==> src/rtl/syscall_io_dispatcher.sv <==
// Syscall I/O dispatcher: decodes acc into HALT or a per-channel
// read/write and runs a 4-phase req/ack handshake with optional timeout.
module syscall_io_dispatcher #(
  parameter int WIDTH   = 16,
  parameter int NCHAN   = 4,
  parameter int TIMEOUT = 255
) (
  input  logic             clock,
  input  logic             reset,
  input  logic             runio,
  input  logic [WIDTH-1:0] acc,
  input  logic [NCHAN-1:0] ioack,
  output logic [NCHAN-1:0] io_req,
  output logic             io_we,
  output logic [((NCHAN > 1) ? $clog2(NCHAN) : 1)-1:0] chan_sel,
  output logic             acc_write,
  output logic             iobusy,
  output logic             halted,
  output logic [1:0]       status
);

  localparam int CSW  = (NCHAN > 1) ? $clog2(NCHAN) : 1;
  localparam int CW   = (TIMEOUT > 0) ? $clog2(TIMEOUT + 1) : 1;
  localparam int TLIM = (TIMEOUT > 0) ? TIMEOUT - 1 : 0;

  localparam logic [CW-1:0]    CNT_LAST = CW'(TLIM);
  localparam logic [CW-1:0]    CNT_MAX  = '1;
  localparam logic [WIDTH-1:0] MAXCODE  = WIDTH'(2 * NCHAN);

  localparam logic [2:0] S_IDLE = 3'd0;
  localparam logic [2:0] S_WACK = 3'd1;
  localparam logic [2:0] S_DONE = 3'd2;
  localparam logic [2:0] S_WREL = 3'd3;
  localparam logic [2:0] S_HALT = 3'd4;

  localparam logic [1:0] ST_OK  = 2'b00;
  localparam logic [1:0] ST_ILL = 2'b01;
  localparam logic [1:0] ST_TMO = 2'b10;

  logic [2:0]       state_q, state_d;
  logic [NCHAN-1:0] req_q, req_d;
  logic             we_q, we_d;
  logic [CSW-1:0]   chan_q, chan_d;
  logic [1:0]       status_q, status_d;
  logic [CW-1:0]    cnt_q, cnt_d;

  // acc-1 fits in CSW+1 bits for every legal code
  logic [CSW:0] k_lo;
  logic         legal;
  logic         ack_sel;
  logic         tmo_hit;

  assign k_lo    = acc[CSW:0] - (CSW + 1)'(1);
  assign legal   = (acc != '0) && (acc <= MAXCODE);
  assign ack_sel = ioack[chan_q];
  assign tmo_hit = (TIMEOUT != 0) && (cnt_q == CNT_LAST);

  always_comb begin
    state_d  = state_q;
    req_d    = req_q;
    we_d     = we_q;
    chan_d   = chan_q;
    status_d = status_q;
    cnt_d    = cnt_q;
    unique case (state_q)
      S_IDLE: begin
        if (runio) begin
          if (acc == '0) begin
            state_d = S_HALT;
          end else if (legal) begin
            chan_d           = k_lo[CSW:1];
            we_d             = k_lo[0];
            req_d            = '0;
            req_d[k_lo[CSW:1]] = 1'b1;
            cnt_d            = '0;
            status_d         = ST_OK;
            state_d          = S_WACK;
          end else begin
            status_d = ST_ILL;
            state_d  = S_DONE;
          end
        end
      end
      S_WACK: begin
        if (cnt_q != CNT_MAX) cnt_d = cnt_q + CW'(1);
        // ack has priority over a coincident timeout
        if (ack_sel) begin
          req_d    = '0;
          status_d = ST_OK;
          state_d  = S_DONE;
        end else if (tmo_hit) begin
          req_d    = '0;
          status_d = ST_TMO;
          state_d  = S_DONE;
        end else if (!runio) begin
          req_d   = '0;
          state_d = S_WREL;
        end
      end
      S_DONE: state_d = S_WREL;
      S_WREL: if (!ack_sel) state_d = S_IDLE;
      S_HALT: req_d = '0;
      default: state_d = S_IDLE;
    endcase
  end

  always_ff @(posedge clock or negedge reset) begin
    if (!reset) begin
      state_q  <= S_IDLE;
      req_q    <= '0;
      we_q     <= 1'b0;
      chan_q   <= '0;
      status_q <= ST_OK;
      cnt_q    <= '0;
    end else begin
      state_q  <= state_d;
      req_q    <= req_d;
      we_q     <= we_d;
      chan_q   <= chan_d;
      status_q <= status_d;
      cnt_q    <= cnt_d;
    end
  end

  assign io_req    = req_q;
  assign io_we     = we_q;
  assign chan_sel  = chan_q;
  assign status    = status_q;
  assign iobusy    = (state_q != S_DONE);
  assign halted    = (state_q == S_HALT);
  assign acc_write = (state_q == S_WACK) & runio & ~we_q & ack_sel;

endmodule

==> config.mk <==
export PLATFORM = sky130hd
export DESIGN_NAME = syscall_io_dispatcher
export DESIGN_NICKNAME = d
export VERILOG_FILES = /design/src/rtl/syscall_io_dispatcher.sv
export SDC_FILE = /design/constraint.sdc
export NUM_CORES = 1
export LEC_CHECK = 0
export CAP_MARGIN = 20
export CORE_MARGIN = 2
export CORE_UTILIZATION = 35
export CTS_BUF_LIST = sky130_fd_sc_hd__clkbuf_8
export DETAILED_ROUTE_END_ITERATION = 8
export GPL_TIMING_DRIVEN = 0
export SLEW_MARGIN = 20
export SYNTH_ARGS = -nofsm -noshare
export SYNTH_HDL_FRONTEND = slang
export SYNTH_SLANG_ARGS = --single-unit
==> constraint.sdc <==
create_clock -name clock -period 5.36 [get_ports clock]
set_clock_uncertainty 0.1 [all_clocks]
set_input_delay 1.072 -clock clock [delete_from_list [all_inputs] [get_ports clock]]
set_output_delay 1.072 -clock clock [all_outputs]
set_load 0.01 [all_outputs]
==> Word level (Yosys, flattened, before mapping) <==
Index checks and enable logic that the tools add are counted.
Widths: inputs -> output; s select.
{ "word_totals": {"register_bits": 20, "output_inout_bits": 12, "word_cells": 74} }
{ "op_classes": {"n_addsub": 2, "order_cmp": 4, "eq_ne": 14, "mux": 30, "n_bitwise": 6, "n_reduce_logical": 12} }
{ "op_table": {"columns": ["op", "n"], "rows": [
  ["$mux 8", 4],
  ["$mux 4", 6],
  ["$mux 3", 6],
  ["$le 16x4->1 const B", 1],
  ["$logic_not 16->1", 1],
  ["$pmux 8 s2", 1],
  ["$reduce_bool 16->1", 1],
  ["$pmux 3 s5", 1],
  ["$pmux 4 s3", 1],
  ["$reduce_and 4->1", 3],
  ["$mux 2", 5],
  ["$ne 2x2->1 const B", 5],
  ["$reduce_and 5->1", 2],
  ["$add 8x1->8 const B", 1],
  ["$eq 8x8->1 const B", 1],
  ["$ne 8x8->1 const B", 1],
  ["$eq 3x2->1 const B", 2],
  ["$lt 2x3->1 const B", 2],
  ["$ne 4x4->1 const B", 1],
  ["$pmux 2 s2", 1],
  ["$and 1x1->1", 3],
  ["$eq 3x1->1 const B", 1],
  ["$eq 3x3->1 const B", 1],
  ["$logic_not 3->1", 1],
  ["11 further kinds", 16]
]} }

==> Logic depth before layout (Yosys ltp) <==
Gate-level depths: netlist of run 1.
{ "depth": {"ltp_word": 9, "ltp_mapped": 7, "ltp_nobuf": 7} }

==> Worst setup path after synthesis of run 1 <==
No wires, ideal clock.
{ "synth_path": {"path_kind": "input port to output port", "start": "input ioack[1]", "end": "output acc_write", "t_arrival_ns": 1.867, "required_ns": 4.188, "slack_ns": 2.321, "path_stages": 3, "cell_sequence": "mux4_2 > inv_1 > nor4b_1"} }
{ "synth_via": {"elab_chain_len": 3} }
{ "synth_rtl": {"columns": ["element", "line_no", "source"], "rows": [
  ["from (decl)", "12", "input logic [NCHAN-1:0] ioack,"],
  ["$bmux 1 s2", "55", "assign ack_sel = ioack[chan_q];"],
  ["$mux 1 (implied by the code)", "55", null],
  ["$and 1x1->1", "131", "assign acc_write = (state_q == S_WACK) & runio & ~we_q & ack_sel;"],
  ["to (decl)", "16", "output logic acc_write,"]
]} }
Every way passes these cells. The select of a mux whose other input is x is not followed.

==> Worst setup path after layout of run 1 <==
Ends and elaborated chain as after synthesis.

==> out/metrics.cfg, run 1 <==
[status]
outcome = finished clean

[synth]
synth_edf_count = 0
synthAdderAreaFrac_pct = 4.01
yosys.cell_types.count = 49
synth-compound-area-share_pct = 23.7
synthFlopType = dfrtp_1
muxShareOfSynthArea_pct = 1.80
ys_ff_latch = 20
synthSimpleGateAreaFrac_pct = 21.0
synth.cell_area_mm2 = 0.00125
synthesis.nets = 155
ys_seq_area_share_pct = 40.1
synth_top_family_by_area = compound AO/OA/AOI/OAI gates
async_flop_share_pct = 100
synth-xor-area-share_pct = 4.31
yosys_warnings = 0
avgSynthCellArea_um2 = 9.76
synth_cells = 128

[final_layout]
n_antenna_cell = 0
nets = 193
final_cell_mix = 33 x clkdlybuf4s50_1, 20 x dfrtp_1, 9 x nand2_1
area_delta_synth_final_pct = 36.8
multi_input_area_um2 = 686
fillers = 305
seq_area_um2 = 500
final_common_cell = clkdlybuf4s50_1
final_util_pct = 50.4
drive_gt1_share_pct = 12.7

[clock_tree]
worstSkewPairLatency_ns = 0.25
htreeDepth = 1
cts-resized-gates = 0
cts_setup_buffers = 0
cts_buffer_depth = 2
numCtsBuffers = 3
numClockSinks = 20
holdBufCountCts = 0
root_buffer = clkbuf_8
cts_tree = done
clk_pin_slew_ns = 0.07

[placed_design]
port_buffers = 33
place_congestion = 0.775
dp_hpwl_um = 2290

[worst_setup_path]
r2r_cells = 6
critPathKind = in -> out
crit_required_ns = 4.19
max_stage_delay_ns = 0.60
crit_fanout = 5
cp_common_cell = clkdlybuf4s50_1
reg2reg_from = state_q[2]
r2r_slack_ns = 3.31
critPathLaunchType = input pin
cp_slowest_cell = clkdlybuf4s50_1
cp.arrival_ns = 2.83
cp_cell_sequence = clkdlybuf4s50_1, mux4_2, inv_1, nor4b_1, clkdlybuf4s50_1
r2r_end = cnt_q[5]
endpoint_kind = primary output

[worst_hold_path]
min_from = io_req[0]
hold_depth = 1
hold_class = reg -> reg
holdPathEnd = io_req[0]

[routing]
drcViolationCount = 0
drtAntennaViolNets = 0
via_per_inst = 5.31
wl_per_cell_um = 13.9
wl_met2_um = 1380
routed_wl_um = 2940
routed.top_layer = met4
num_vias = 1120
dr.first_iter.drc_count = 40
met1Wirelength_um = 1400
wl_met3_um = 137
drt_pass1_iterations = 4

[global_route]
grt_pass1_wl_um = 5000
grt_max_degree = 21
grt_pass1_vias = 1091
antenna_found_initial = 0
grt-ovfl-total = 0
grt_use_total_pct = 15.2

[timing]
fin_crit_sh_pct = 74.7
worst_hold_slack_ns = 0.398
setup_viol = 0
drv_slew = 0
fmax_mhz = 250
tightest_slew_ns = 0.909
min_period_ns = 4.00
hold_viol = 0
fin_setup_tns_ns = 0
rsz0062_at_grt = false
relSlewSlack_pct = 39.2

[floorplan]
dieWidth_um = 63.7
num_rows = 21
coreArea_mm2 = 0.00339
die_h_um = 63.7
num_io_pins = 35
die_area_mm2 = 0.00406
initial_core_util_pct = 36.8

[pwr]
power_density_mw_per_mm2 = 332
leakage_nw = 0.690
vdd_ir_drop_max_v = 0.000235

[flow_run]
cap_violations = 0

-- cell families (layout without fill, tap and decap cells) --
group	Yosys count	count (layout)
xor+xnor	4	4
simple gates	44	44
compound gates	42	42
fa+ha+maj	4	4
mux	1	1
buf+inv	13	50
flops	20	20
-- stage by stage --
stage,power (W),worst slack [ns],std cells,area (um2)
floorplan,0.000346,2.32,128,1250
global placement,0.000416,1.34,207,1640
detailed placement,0.000421,1.34,207,1640
CTS,0.000572,1.34,211,1710
global route,0.000604,1.30,211,1710
finish,0.000568,1.36,211,1710
-- metal layers --
metal  track usage [%]  up-vias
met3              4.05        2
met2              25.9       26
met1              20.1      537
met5                 0        -
met4              1.63        0
li1                  -      555
-- sequential cells by signal, summed over array words and instances, names as in the netlist --
| signal | count |
|---|---|
| status | 2 |
| state_q | 3 |
| io_req | 4 |
| chan_sel | 2 |
| io_we | 1 |
| cnt_q | 8 |
-- where the power goes --
group	total [W]	leakage, nW	switching [W]	internal, W
Clock	0.000148	0.0357	0.0000484	0.0000996
Sequential	0.000200	0.265	0.0000214	0.000179
Combinational	0.000219	0.389	0.000120	0.0000988
-- area by class of cell --
class,instances,area share (%)
buffer,7,2.34
clock buffer,3,2.42
clock inverter,1,1.76
inverter,6,1.32
multi-input combinational,95,40.1
sequential,20,29.3
tap,46,3.37
timing repair buffer,33,19.3
-- critical path: cells and delay by family --
family,cells,cell delay (ns)
and+or+nand+nor,1,0.33
buffers and inverters,3,1.12
muxes,1,0.31
-- synthesized netlist by cell type (all sizes together) (4+ instances only) --
library cell | n | area share, %
a21oi | 6 | 2.4
buf | 4 | 2.3
dfrtp | 20 | 40
ha | 4 | 4.0
inv | 6 | 1.8
nand2 | 9 | 2.7
nand3 | 5 | 2.0
nand4 | 4 | 2.0
nor2 | 8 | 2.6
nor3 | 4 | 1.6
nor4 | 4 | 3.5
o21ai | 9 | 3.6
-- worst max path at each step --
| stage | start | endpoint | depth (start not counted) |
|---|---|---|---|
| CTS | ioack[1] | acc_write | 5 |
| floorplan | ioack[1] | acc_write | 3 |
| global placement | ioack[1] | acc_write | 5 |
| global route | ioack[2] | acc_write | 5 |
| detailed placement | ioack[1] | acc_write | 5 |
| finish | ioack[1] | acc_write | 5 |
Power figures use the tool's default switching activity.
==> run 2: changes to the inputs <==
- clock period: 5.36 -> 3.8 ns (I/O delays scaled with it)
==> results of run 2 <==
The final DEF is identical to that of run 1. Status: finished clean.
Among the figures that moved: setup slack after placement 1.34 ns -> 0.400 ns; setup slack after layout 1.36 ns -> 0.420 ns; register-to-register setup slack 3.31 ns -> 1.75 ns; total power 0.000568 W -> 0.000801 W; worst IR drop on VDD 0.000235 V -> 0.000331 V
==> run 3: changes to the inputs <==
- CORE_UTILIZATION: 35 -> 53
- PLACE_DENSITY: not set -> 0.87
- clock period: 3.8 -> 3.9 ns (I/O delays scaled with it)
==> run 3 against run 2 <==
Net effect: design area down 1.3%; clock-buffer cell count unchanged; global-route usage up 12 points; flip-flop and latch count unchanged.
==> out/metrics.cfg, run 3 (synthesis gave the netlist of run 1 again) <==
[status]
outcome = finished clean

[floorplan]
die_area_mm2 = 0.00276  ; -32%
initial_core_util_pct = 56.4  ; +20 points
coreArea_mm2 = 0.00221  ; -35%
num_io_pins = 35  ; unchanged
dieWidth_um = 52.5  ; -18%
die_h_um = 52.5  ; -18%
num_rows = 17  ; -19%

[final_layout]
nets = 193  ; unchanged
n_antenna_cell = 0  ; unchanged
drive_gt1_share_pct = 12.7  ; unchanged
final_cell_area_mm2 = 0.00169  ; -1.3%
fillers = 152  ; -50%
final_common_cell = clkdlybuf4s50_1
largest_reg_flops = 8  ; unchanged
final_util_pct = 76.2  ; +26 points
area_delta_synth_final_pct = 35.0
final_cell_mix = 33 x clkdlybuf4s50_1, 20 x dfrtp_1, 9 x nand2_1
largest_register = cnt_q
fin_cells = 193  ; -8.5%

[pwr]
p_sw_share_pct = 34.5
power_density_mw_per_mm2 = 471
p_int_w = 0.000520
vdd_ir_drop_max_v = 0.000378
leakage_nw = 0.690  ; unchanged
comb_power_share_pct = 39.0  ; +0.4 points
p_clk_share_pct = 26.5  ; +0.4 points
sequentialPowerShare_pct = 34.5  ; -0.8 points
switchingPower_w = 0.000274
p_total_w = 0.000793

[worst_setup_path]
endpoint_kind = primary output
crit_fanout = 5  ; unchanged
cp.arrival_ns = 2.59
critPathLaunchType = input pin
crit_required_ns = 3.02
critPathKind = in -> out
r2r_slack_ns = 1.75

[routing]
drt_pass1_iterations = 4  ; unchanged
num_vias = 1211  ; +8.1%
wl_per_cell_um = 16.9  ; +21%
routed_wl_um = 3260  ; +11%
dr.first_iter.drc_count = 25  ; -38%
via_per_inst = 6.27  ; +18%
drcViolationCount = 0  ; unchanged
drtAntennaViolNets = 0  ; unchanged

[timing]
min_period_ns = 3.47
relSlewSlack_pct = 39.5  ; +0.31 points
tightest_slew_ns = 0.905  ; -0.00470 ns
drv_slew = 0  ; unchanged
fin_crit_sh_pct = 89.0
setup_viol = 0  ; unchanged
fin_setup_tns_ns = 0  ; unchanged
hold_viol = 0  ; unchanged
fmax_mhz = 288
rsz0062_at_grt = false

[clock_tree]
cts_setup_buffers = 0  ; unchanged
clk_pin_slew_ns = 0.08  ; about the same
numCtsBuffers = 3  ; unchanged
worstSkewPairLatency_ns = 0.26  ; about the same
root_buffer = clkbuf_8
holdBufCountCts = 0  ; unchanged
numClockSinks = 20  ; unchanged
htreeDepth = 1  ; unchanged
cts-resized-gates = 0  ; unchanged
cts_buffer_depth = 2  ; unchanged
cts_tree = done

[worst_hold_path]
hold_class = reg -> reg

[global_route]
grt_pass1_vias = 1191  ; +9.2%
grt_pass1_wl_um = 5540  ; +11%
grt-ovfl-total = 0  ; unchanged
grt_use_total_pct = 27.5  ; +12 points
antenna_found_initial = 0  ; unchanged
grt_max_degree = 21  ; unchanged

[placed_design]
place_area_mm2 = 0.00161  ; -1.4%
dp.cells = 189  ; -8.7%
dp_hpwl_um = 2390  ; +4.2%
port_buffers = 33  ; unchanged
place_congestion = 0.808  ; +4.2%

[flow_run]
cap_violations = 0  ; unchanged

[run 3: cell counts in the layout (fill, tap and decap cells not counted)]
Identical to the previous run, type by type.
[run 3: final timing paths]
kind	end	cells past startpoint	from
worst max-delay path	acc_write	5	ioack[3]
worst min-delay path	io_req[2]	1	io_req[2]
worst max register to register	cnt_q[5]	6	state_q[2]
worst min register to register	io_req[2]	1	io_req[2]
max in group asynchronous	io_req[3]	1	reset
min in group asynchronous	status[1]	1	reset
[run 3: stage by stage]
stage               setup slack (ns)  hold WS, ns
floorplan                       1.44        0.384
global placement               0.550        0.375
detailed placement             0.481        0.377
CTS                            0.417        0.401
global route                   0.346        0.438
finish                         0.428        0.401
[run 3: final cells by class]
class                           instances  area [um2]  area share (%)
Inverter                                6        22.5            1.34
Multi-Input combinational cell         95         686            40.7
Clock inverter                          1        30.0            1.78
Tap cell                               28        35.0            2.08
Clock buffer                            3        41.3            2.45
Sequential cell                        20         500            29.7
Buffer                                  7        40.0            2.38
Timing Repair Buffer                   33         330            19.6
[run 3: layer usage]
layer	share of wire (%)	vias up	routed length [um]	GRT usage [%]
met3	5.0	18	164	4.00
met4	3.4	0	110	10.7
li1	-	557	-	-
met1	40	577	1290	33.0
met5	0	-	0	0
met2	52	59	1690	49.0
[run 3: power groups by stage]
stage | Clock [W] | Sequential, W | Combinational [W]
finish | 0.000210 | 0.000274 | 0.000310
CTS | 0.000210 | 0.000274 | 0.000305
global placement | 0 | 0.000276 | 0.000287
floorplan | 0 | 0.000274 | 0.000202
detailed placement | 0 | 0.000278 | 0.000300
global route | 0.000221 | 0.000280 | 0.000337
[run 3: worst max-delay path: stages]
cell	delay, ns
clkdlybuf4s50_1	0.46
mux4_2	0.32
inv_1	0.09
nor4b_1	0.33
clkdlybuf4s50_1	0.62
